--- src/rtl/des_dec_key_sched.sv ---
// DES subkey generator for decryption: issues K16..K1 one per ADV handshake,
// deriving each subkey by right-rotating the C/D halves of PC-1(KEY).
//
// state   | meaning
// --------+---------------------------------------------------------
// S_IDLE  | waiting for START; KEY sampled on the START edge
// S_ISSUE | SUBKEY/KIDX valid; ADV steps to the next lower index
// S_FIN   | one-cycle DONE pulse after K1 was consumed
module des_dec_key_sched (
  input  logic        CLK,
  input  logic        RST,
  input  logic        START,
  input  logic [64:1] KEY,
  input  logic        ADV,
  output logic [48:1] SUBKEY,
  output logic [4:0]  KIDX,
  output logic        KEY_VALID,
  output logic        BUSY,
  output logic        DONE
);

  localparam logic [1:0] S_IDLE  = 2'd0;
  localparam logic [1:0] S_ISSUE = 2'd1;
  localparam logic [1:0] S_FIN   = 2'd2;

  // Tables use DES numbering: entry n names source bit n, bit 1 = MSB.
  localparam int PC1_TAB [0:55] = '{
    57, 49, 41, 33, 25, 17,  9,
     1, 58, 50, 42, 34, 26, 18,
    10,  2, 59, 51, 43, 35, 27,
    19, 11,  3, 60, 52, 44, 36,
    63, 55, 47, 39, 31, 23, 15,
     7, 62, 54, 46, 38, 30, 22,
    14,  6, 61, 53, 45, 37, 29,
    21, 13,  5, 28, 20, 12,  4
  };

  localparam int PC2_TAB [0:47] = '{
    14, 17, 11, 24,  1,  5,
     3, 28, 15,  6, 21, 10,
    23, 19, 12,  4, 26,  8,
    16,  7, 27, 20, 13,  2,
    41, 52, 31, 37, 47, 55,
    30, 40, 51, 45, 33, 48,
    44, 49, 39, 56, 34, 53,
    46, 42, 50, 36, 29, 32
  };

  function automatic logic [56:1] pc1(input logic [64:1] k);
    logic [56:1] r;
    r = '0;
    for (int i = 1; i <= 56; i++) r[57-i] = k[65-PC1_TAB[i-1]];
    return r;
  endfunction

  function automatic logic [48:1] pc2(input logic [56:1] cd);
    logic [48:1] r;
    r = '0;
    for (int i = 1; i <= 48; i++) r[49-i] = cd[57-PC2_TAB[i-1]];
    return r;
  endfunction

  function automatic logic [28:1] ror(input logic [28:1] v, input logic two);
    return two ? {v[2:1], v[28:3]} : {v[1], v[28:2]};
  endfunction

  logic [1:0]  state;
  logic [28:1] c_r;
  logic [28:1] d_r;
  logic        two_shift;

  // Parity bits never reach PC-1.
  logic unused_parity;
  assign unused_parity = ^{KEY[57], KEY[49], KEY[41], KEY[33],
                           KEY[25], KEY[17], KEY[9],  KEY[1]};

  // Undo encrypt round KIDX: rounds 1, 2, 9, 16 shifted by one, the rest by two.
  assign two_shift = !((KIDX == 5'd16) || (KIDX == 5'd9) || (KIDX == 5'd2));

  assign SUBKEY = pc2({c_r, d_r});

  always_ff @(posedge CLK) begin
    if (RST) begin
      state     <= S_IDLE;
      c_r       <= '0;
      d_r       <= '0;
      KIDX      <= '0;
      KEY_VALID <= 1'b0;
      BUSY      <= 1'b0;
      DONE      <= 1'b0;
    end else begin
      case (state)
        S_IDLE: begin
          if (START) begin
            {c_r, d_r} <= pc1(KEY);
            KIDX       <= 5'd16;
            KEY_VALID  <= 1'b1;
            BUSY       <= 1'b1;
            state      <= S_ISSUE;
          end
        end
        S_ISSUE: begin
          if (ADV) begin
            if (KIDX == 5'd1) begin
              KEY_VALID <= 1'b0;
              KIDX      <= '0;
              BUSY      <= 1'b0;
              DONE      <= 1'b1;
              state     <= S_FIN;
            end else begin
              c_r  <= ror(c_r, two_shift);
              d_r  <= ror(d_r, two_shift);
              KIDX <= KIDX - 5'd1;
            end
          end
        end
        S_FIN: begin
          DONE  <= 1'b0;
          state <= S_IDLE;
        end
        default: begin
          KEY_VALID <= 1'b0;
          KIDX      <= '0;
          BUSY      <= 1'b0;
          DONE      <= 1'b0;
          state     <= S_IDLE;
        end
      endcase
    end
  end

endmodule

--- config.mk ---
export PLATFORM = sky130hd
export DESIGN_NAME = des_dec_key_sched
export DESIGN_NICKNAME = d
export VERILOG_FILES = /design/src/rtl/des_dec_key_sched.sv
export SDC_FILE = /design/constraint.sdc
export NUM_CORES = 1
export LEC_CHECK = 0
export BUFFER_PORTS_ARGS = -buffer_cell sky130_fd_sc_hd__buf_4
export CAP_MARGIN = 20
export CORE_MARGIN = 2
export CORE_UTILIZATION = 40
export DETAILED_ROUTE_END_ITERATION = 7
export GPL_TIMING_DRIVEN = 0
export PLACE_DENSITY = 0.67
export SETUP_SLACK_MARGIN = 0.2
export SLEW_MARGIN = 20
export SYNTH_ARGS = -nofsm -noshare
export SYNTH_HDL_FRONTEND = slang
export SYNTH_SLANG_ARGS = --single-unit
--- constraint.sdc ---
create_clock -name CLK -period 1.7 [get_ports CLK]
set_clock_uncertainty 0.2 [all_clocks]
set_input_delay 0.17 -clock CLK [delete_from_list [all_inputs] [get_ports CLK]]
set_output_delay 0.17 -clock CLK [all_outputs]
set_load 0.03 [all_outputs]
# Word-level counts from Yosys, hierarchy flattened
# Index checks and enable logic that the tools add are counted.
# classes
add_sub_neg,1
multipliers,0
div_mod_pow,0
n_lt_le_gt_ge,0
eq_ne,10
shifts,0
mux,25
bitwise,2
n_reduce_logical,9
# ops
operator,n
two-way mux 28 bit,8
case mux 28 bit (2 select lines),2
two-way mux 5 bit,3
case mux 5 bit (3 select lines),1
AND reduction 3 bit,3
"!= test 2 bit, second input constant",4
AND reduction 4 bit,2
two-way mux 2 bit,3
"== test 5 x 1 -> 1 bit, second input constant",1
"== test 5 x 2 -> 1 bit, second input constant",1
"== test 5 x 4 -> 1 bit, second input constant",1
"== test 5 bit, second input constant",1
two-way mux 1 bit,5
"subtractor 5 x 1 -> 5 bit, second input constant",1
case mux 2 bit (2 select lines),1
case mux 1 bit (3 select lines),1
"== test 2 x 1 -> 1 bit, second input constant",1
"== test 2 bit, second input constant",1
zero test 2 bit,1
logical OR 1 bit,2
inverter 1 bit,2
case mux 1 bit (2 select lines),1
nonzero test 2 bit,1
# word_totals
reg_bits,65
latchBits,0
mem_bits_rw,0
mem_bits_ro,0
in_bits,68
out_inout_bits,56
wordCells,53
n_memories,0

# Logic depth before layout (Yosys ltp)
# Gate-level depths: netlist of run 1.
# depth
ltp_word,7
mapped_depth,8
mapped_depth_nobuf,6

# Worst setup path after synthesis of run 1
# No wires, ideal clock.
# synth_path
kind,reg2reg
from,register KIDX[1]
to,register c_r[1] (netlist bit)
setup_time_ns,0.079
arrival_time_ns,1.893
required_ns,1.421
slack_ns,-0.472
stages_incl_launch_ff,9
path_buffers,2
period_less_slack_ns,2.172
path_cell_list,dfxtp_1 -> inv_1 -> ha_1 -> nor4b_2 -> nor2_1 -> buf_2 -> buf_1 -> o211ai_1 -> o211ai_1
# synth_via
elab_chain_cells,7
word_cells_on_any_way,12
classes_between,eq/ne (5); mux (4); reduce/logical (3)
# synth_rtl
item,line,source
start: declaration,16,"output logic [4:0] KIDX,"
start signal: assignment,113,KIDX <= KIDX - 5'd1;
== test 5 bit or == test 5 x 4 -> 1 bit (tied branches),78,assign two_shift = !((KIDX == 5'd16) || (KIDX == 5'd9) || (KIDX == 5'd2));
logical OR 1 bit (2 in a row),78,
two-way mux 28 bit,64,"return two ? {v[2:1], v[28:3]} : {v[1], v[28:2]};"
two-way mux 28 bit,104,if (KIDX == 5'd1) begin
two-way mux 28 bit,103,if (ADV) begin
case mux 28 bit (2 select lines),92,case (state)
end signal: assignment,95,"{c_r, d_r} <= pc1(KEY);"
end signal: assignment,111,"c_r <= ror(c_r, two_shift);"
end: declaration,68,logic [28:1] c_r;
# Several ways; a longest one is shown, not always the timed one. The select of a mux whose other input is x is not followed.
# A chain may end at the register's enable or synchronous reset.

# Final worst setup path of run 1
# layout_path
from,register KIDX[2]
to,register c_r[16] (netlist bit)
# Same word-level chain as after synthesis.

==> results of run 1 <==
synth_stat cells (2+ instances only):
| library cell | count |
|---|---|
| a21oi_1 | 4 |
| a31oi_1 | 57 |
| buf_1 | 4 |
| buf_2 | 19 |
| buf_4 | 49 |
| buf_6 | 4 |
| clkbuf_1 | 37 |
| dfxtp_1 | 65 |
| ha_1 | 3 |
| inv_1 | 6 |
| nand2_1 | 56 |
| nand2b_1 | 3 |
| nand3b_1 | 2 |
| nor2_1 | 7 |
| nor3_1 | 4 |
| nor4b_1 | 56 |
| o211ai_1 | 112 |
| o21a_1 | 2 |
flip-flops by register name, indices dropped and copies added (netlist names):
signal	flops
DONE	1
c_r	28
d_r	28
BUSY	1
state	2
KIDX	5
layout make-up:
type | count | area (sq um)
sequential | 65 | 1320
tap | 136 | 170
clock inverter | 3 | 17.5
multi-input combinational | 327 | 2510
buffer | 113 | 811
fill | 960 | 4250
inverter | 6 | 25.0
clock buffer | 11 | 151
timing repair buffer | 132 | 1030
repair_timing:
item | in CTS | in global routing
setup buffers | 10 | 1
resized for setup | 75 | 34
hold buffers | 1 | 0
endpoints found under the setup margin | 63 | 64
gates cloned | 3 | 2
endpoints found under the hold margin | 3 | 0
pin swaps | 1 | 2
through the flow:
step | util | setup slack, ps
floorplan | - | -213
global placement | 0.517 | -439
detailed placement | 0.517 | -505
CTS | 0.573 | -283
global route | 0.587 | -401
finish | 0.587 | -318
worst max-delay path, delay by kind of cell, from the launching register on:
family                 cells  cell delay [ps]
AND/OR/NAND/NOR            1              550
buffers and inverters      3              450
flip-flops                 1              350
AO/OA/AOI/OAI              3              390
kinds of logic after synthesis:
| family | after synthesis |
|---|---|
| fa+ha+maj | 3 |
| compound gates | 184 |
| mux | 1 |
| xor+xnor | 1 |
| buf+inv | 119 |
| flops | 65 |
| simple gates | 138 |
power groups by stage:
stage	registers, uW	logic (uW)	clock network (uW)
4_1_cts	1770	1540	1200
6_report	1780	1640	1190
5_1_grt	1790	1750	1270
3_5_place_dp	1800	1380	0
2_1_floorplan	1790	909	0
3_3_place_gp	1800	1360	0
routing by layer:
layer / part of all wire / vias to the layer above / track usage / wire (microns)
met2: 0.46 / 205 / 0.370 / 6330
met4: 0.016 / 0 / 0.0724 / 223
met3: 0.064 / 22 / 0.0492 / 877
li1: - / 2208 / - / -
met5: 0 / - / 0 / 0
met1: 0.46 / 2176 / 0.331 / 6360
worst max-delay path by stage:
stage | to | depth (start not counted)
finish | c_r[16] | 7
global route | c_r[6] | 8
CTS | c_r[11] | 7
detailed placement | c_r[19] | 7
global placement | c_r[22] | 7
floorplan | c_r[10] | 7
==> flow_metrics.tcl, run 1 <==
set metrics [dict create \
    outcome "finished with violations" \
    violations "negative setup slack" \
    first_global_vias 4367 \
    worstHoldPathCells 4 \
    cpMaxStageDelayCell "or4b_4" \
    ir_worst_vdd_mv 0.393 \
    start_util 0.412 \
    synth_top_family_by_area "compound AO/OA/AOI/OAI gates" \
    holdPathEnd "c_r[9]" \
    firstDrtPassIters 5 \
    routed_wl_microns 13800 \
    synth.avg_cell_area_sq_um 8.28 \
    synth.largest_area_cell "dfxtp_1" \
    rsz0062_at_grt "yes" \
    seq_area_frac_synth 0.308 \
    final_cell_mix "buf_4, o211ai_1, dfxtp_1" \
    switching_share 0.357 \
    synth-seq-cells 65 \
    synth-simple-area-share 0.207 \
    synth_compound_area_frac 0.310 \
    postSynthCellCount 511 \
    stdcell_area_sq_um 6030 \
    arrival_ps 2090 \
    rows 37 \
    htreeDepth 3 \
    tightest_slew_ps 694 \
    route.detailed.drc 0 \
    path_class "register to register" \
    comb_power_share 0.356 \
    cellPowerDensity_nw_per_um2 764 \
    fmax_ghz 0.496 \
    grt.total_usage 0.238 \
    hold_ws_ps 48.7 \
    startpoint_type "register" \
    die_x_microns 107 \
    cts_tree "built" \
    vias_per_cell 5.81 \
    synth_area_sq_um 4230 \
    place_area_sq_um 5320 \
    area_delta_synth_final_pct 42.5 \
    leakagePower_uw 0.00223 \
    hp-start "KEY[30]" \
    cts_sinks 65 \
    rr_worst_depth 7 \
    path_clk_slew_ps 80 \
    cap_violations 0 \
    grt_max_degree 11 \
    worstSetupStartpoint "KIDX[2]" \
    fin_crit_sh 1.19 \
    crit_path_max_incr_delay_ps 550 \
    relSlewSlack 0.537 \
    crit_chain "buf_8 -> or4b_4 -> a21oi_4 -> buf_12 -> clkbuf_16 -> a31oi_1 -> o211ai_1" \
    p_total_uw 4610 \
    setup_viol 61 \
    rrSetupSlack_ps -320 \
    final_cells 793 \
    wl_per_cell_microns 17.4 \
    num_vias 4611 \
    synth_area_leaders "dfxtp_1, o211ai_1, nor4b_1, buf_4, a31oi_1" \
    yosysWarnings 0 \
    tns_ps -17230 \
    ys_types 39 \
    grt_pass1_wl_microns 22200 \
    async_flop_share 0 \
    synthMuxAreaShare 0.00237 \
    cp_max_fo 9 \
    coreArea_sq_um 10300 \
    layout_commonest_cell "buf_4" \
    critPathCaptureType "register" \
    layout-drive-gt1-share 0.443 \
    reg2reg_to "c_r[16]" \
    timing.final.ws_setup_ps -318 \
    io_pins 124 \
    antenna_left 0 \
    antenna_found_initial 0 \
    die_h_microns 107 \
    synth_xor_area_frac 0.00207 \
    nNetsFinal 725 \
    cts_max_path_buffers 2 \
    worstPathRequired_ps 1770 \
    syn_nets 582 \
    hold_path.class "input port to register" \
    pwr-share-seq 0.386 \
    overflow 0 \
    die_area_sq_um 11400 \
    drtIter0Drc 288 \
    synthAdderAreaFrac 0.00887 \
    synth.top_cell.area_share 0.308 \
    period_needed_ps 2020 \
    placed_cells 762 \
    hold_violations 0 \
    cts_root_buf "clkbuf_8" \
    dp.final_hpwl_microns 9370 \
    clock_power_share 0.258 \
    routabilityCongestion 0.811 \
    synth-edff-count 0 \
    portBuffers 115 \
    intPower_uw 2960 \
    antenna_cells 0 \
    drv_slew 0 \
    ys.flop_type "dfxtp_1" \
    rr_startpoint "KIDX[2]" \
    switchingPower_uw 1650 \
    clk_latency_ps 350 \
    cts_buffers 9 \
]
No activity file was read; power rests on OpenSTA's default activity.
==> run 2, diff against run 1 <==
Settings changed: PLACE_DENSITY 0.67 to 0.76.
==> flow_metrics.tcl, run 2 (same netlist as run 1, synthesis figures left out) <==
set metrics [dict create \
    stdcell_area_sq_um 6430 \
    final_cell_mix "buf_4, o211ai_1, dfxtp_1" \
    portBuffers 115 \
    nNetsFinal 724 \
    firstDrtPassIters 5 \
    fin_crit_sh 1.20 \
    grt_max_degree 11 \
    violations "negative hold slack, negative setup slack" \
    outcome "finished with violations" \
    cts_sinks 65 \
    fmax_ghz 0.492 \
    multi_input_area_sq_um 2870 \
    cts_max_path_buffers 2 \
    layout-drive-gt1-share 0.475 \
    drv_slew 0 \
    place_area_sq_um 5320 \
    antenna_found_initial 0 \
    worstPathRequired_ps 1780 \
    die_h_microns 107 \
    overflow 0 \
    grt_busiest_layer "met2" \
    grt_pass1_wl_microns 21800 \
    top_regs "c_r x28, d_r x28, KIDX x5" \
    rsz0062_at_grt "yes" \
    area_delta_synth_final_pct 52.0 \
    rows 37 \
    cap_violations 0 \
    coreArea_sq_um 10300 \
    routed_wl_microns 14000 \
    p_total_uw 4850 \
    cts_tree "built" \
    hold_violations 1 \
    die_x_microns 107 \
    fill_cells 848 \
    ir_worst_vdd_mv 0.434 \
    io_pins 124 \
    die_area_sq_um 11400 \
    routabilityCongestion 0.883 \
    hold_path.class "input port to register" \
    cts_buffers 9 \
    relSlewSlack 0.318 \
    tightest_slew_ps 1020 \
    register_area_sq_um 1320 \
    route.detailed.drc 0 \
    final_util 0.626 \
    vias_per_cell 5.97 \
    path_clk_slew_ps 70 \
    placed_cells 762 \
    period_needed_ps 2030 \
    dp.final_hpwl_microns 9090 \
    setup_viol 61 \
    start_util 0.412 \
    met2_usage 0.390 \
    num_vias 4736 \
    startpoint_type "register" \
    cp_max_fo 4 \
    leakagePower_uw 0.00233 \
    grt.total_usage 0.233 \
    arrival_ps 2110 \
    wl_per_cell_microns 17.6 \
    use_met1 0.300 \
    htreeDepth 3 \
    cellPowerDensity_nw_per_um2 754 \
    drtIter0Drc 298 \
    antenna_left 0 \
    rr_worst_depth 9 \
    cts_root_buf "clkbuf_8" \
    first_global_vias 4431 \
    path_class "register to register" \
    antenna_cells 0 \
    hold_ws_ps -14.8 \
    timing.final.ws_setup_ps -332 \
    layout_commonest_cell "buf_4" \
    worstHoldPathCells 3 \
    final_cells 793 \
    met3_usage 0.0365 \
    critPathCaptureType "register" \
    clk_latency_ps 350 \
]
[run 2: cell types whose count changed in the layout (fill, tap and decap cells not counted), moves of 2 or more]
| cell | before | now |
|---|---|---|
| a31oi_4 | 0 | 14 |
| buf_6 | 11 | 15 |
| buf_4 | 188 | 183 |
| buf_2 | 6 | 3 |
| nor4b_1 | 26 | 18 |
| a31oi_1 | 57 | 41 |
| dfxtp_1 | 60 | 58 |
| dfxtp_2 | 2 | 4 |
| clkbuf_1 | 17 | 22 |
| nor4b_2 | 29 | 25 |
| nor4b_4 | 2 | 14 |
| a31oi_2 | 0 | 2 |
[run 2: worst paths after layout]
check / start / endpoint / slack (ps)
setup / recovery: KIDX[1] / d_r[22] / -330
hold / removal: RST / state[1] / -10
setup reg to reg: KIDX[1] / d_r[22] / -330
hold reg to reg: c_r[11] / c_r[10] / 310
[run 2: through the flow]
| step | setup slack (ps) | setup TNS [ps] |
|---|---|---|
| after floorplan | -213 | -10540 |
| after global routing | -385 | -20980 |
| after detailed placement | -463 | -19530 |
| after global placement | -400 | -17900 |
| after CTS | -278 | -14550 |
| final | -332 | -16750 |
[run 2: critical path: stages (launching register included)]
cell	delay, ps
dfxtp_4	350
inv_4	50
ha_4	120
or4b_4	480
a21oi_4	200
buf_6	160
buf_6	120
buf_6	100
a31oi_1	70
o211ai_1	100
[run 2: area by class of cell]
class,instances,share of cell area
buffer,113,0.127
clock buffer,13,0.0280
clock inverter,2,0.00156
inverter,6,0.00389
multi-input combinational,327,0.447
sequential,65,0.205
tap,136,0.0265
timing repair buffer,131,0.161
[run 2: routing by layer]
metal	vias up	wire length [microns]
met3	39	1100
met2	242	6820
met5	-	0
met1	2245	5670
met4	0	368
li1	2210	-
[run 2: repair_timing]
action                                  CTS  global route
endpoints found under the hold margin     3             0
buffers inserted                          9             1
gates resized for setup                  93            54
cloned                                    4             1
endpoints found under the setup margin   62            66
hold buffers                              1             0
pin swaps                                 5            24
[run 2: report_power, final]
part	switching (uW)	internal, uW	total, uW
logic	976	791	1770
clock network	607	686	1290
registers	151	1640	1790
total	1730	3120	4850
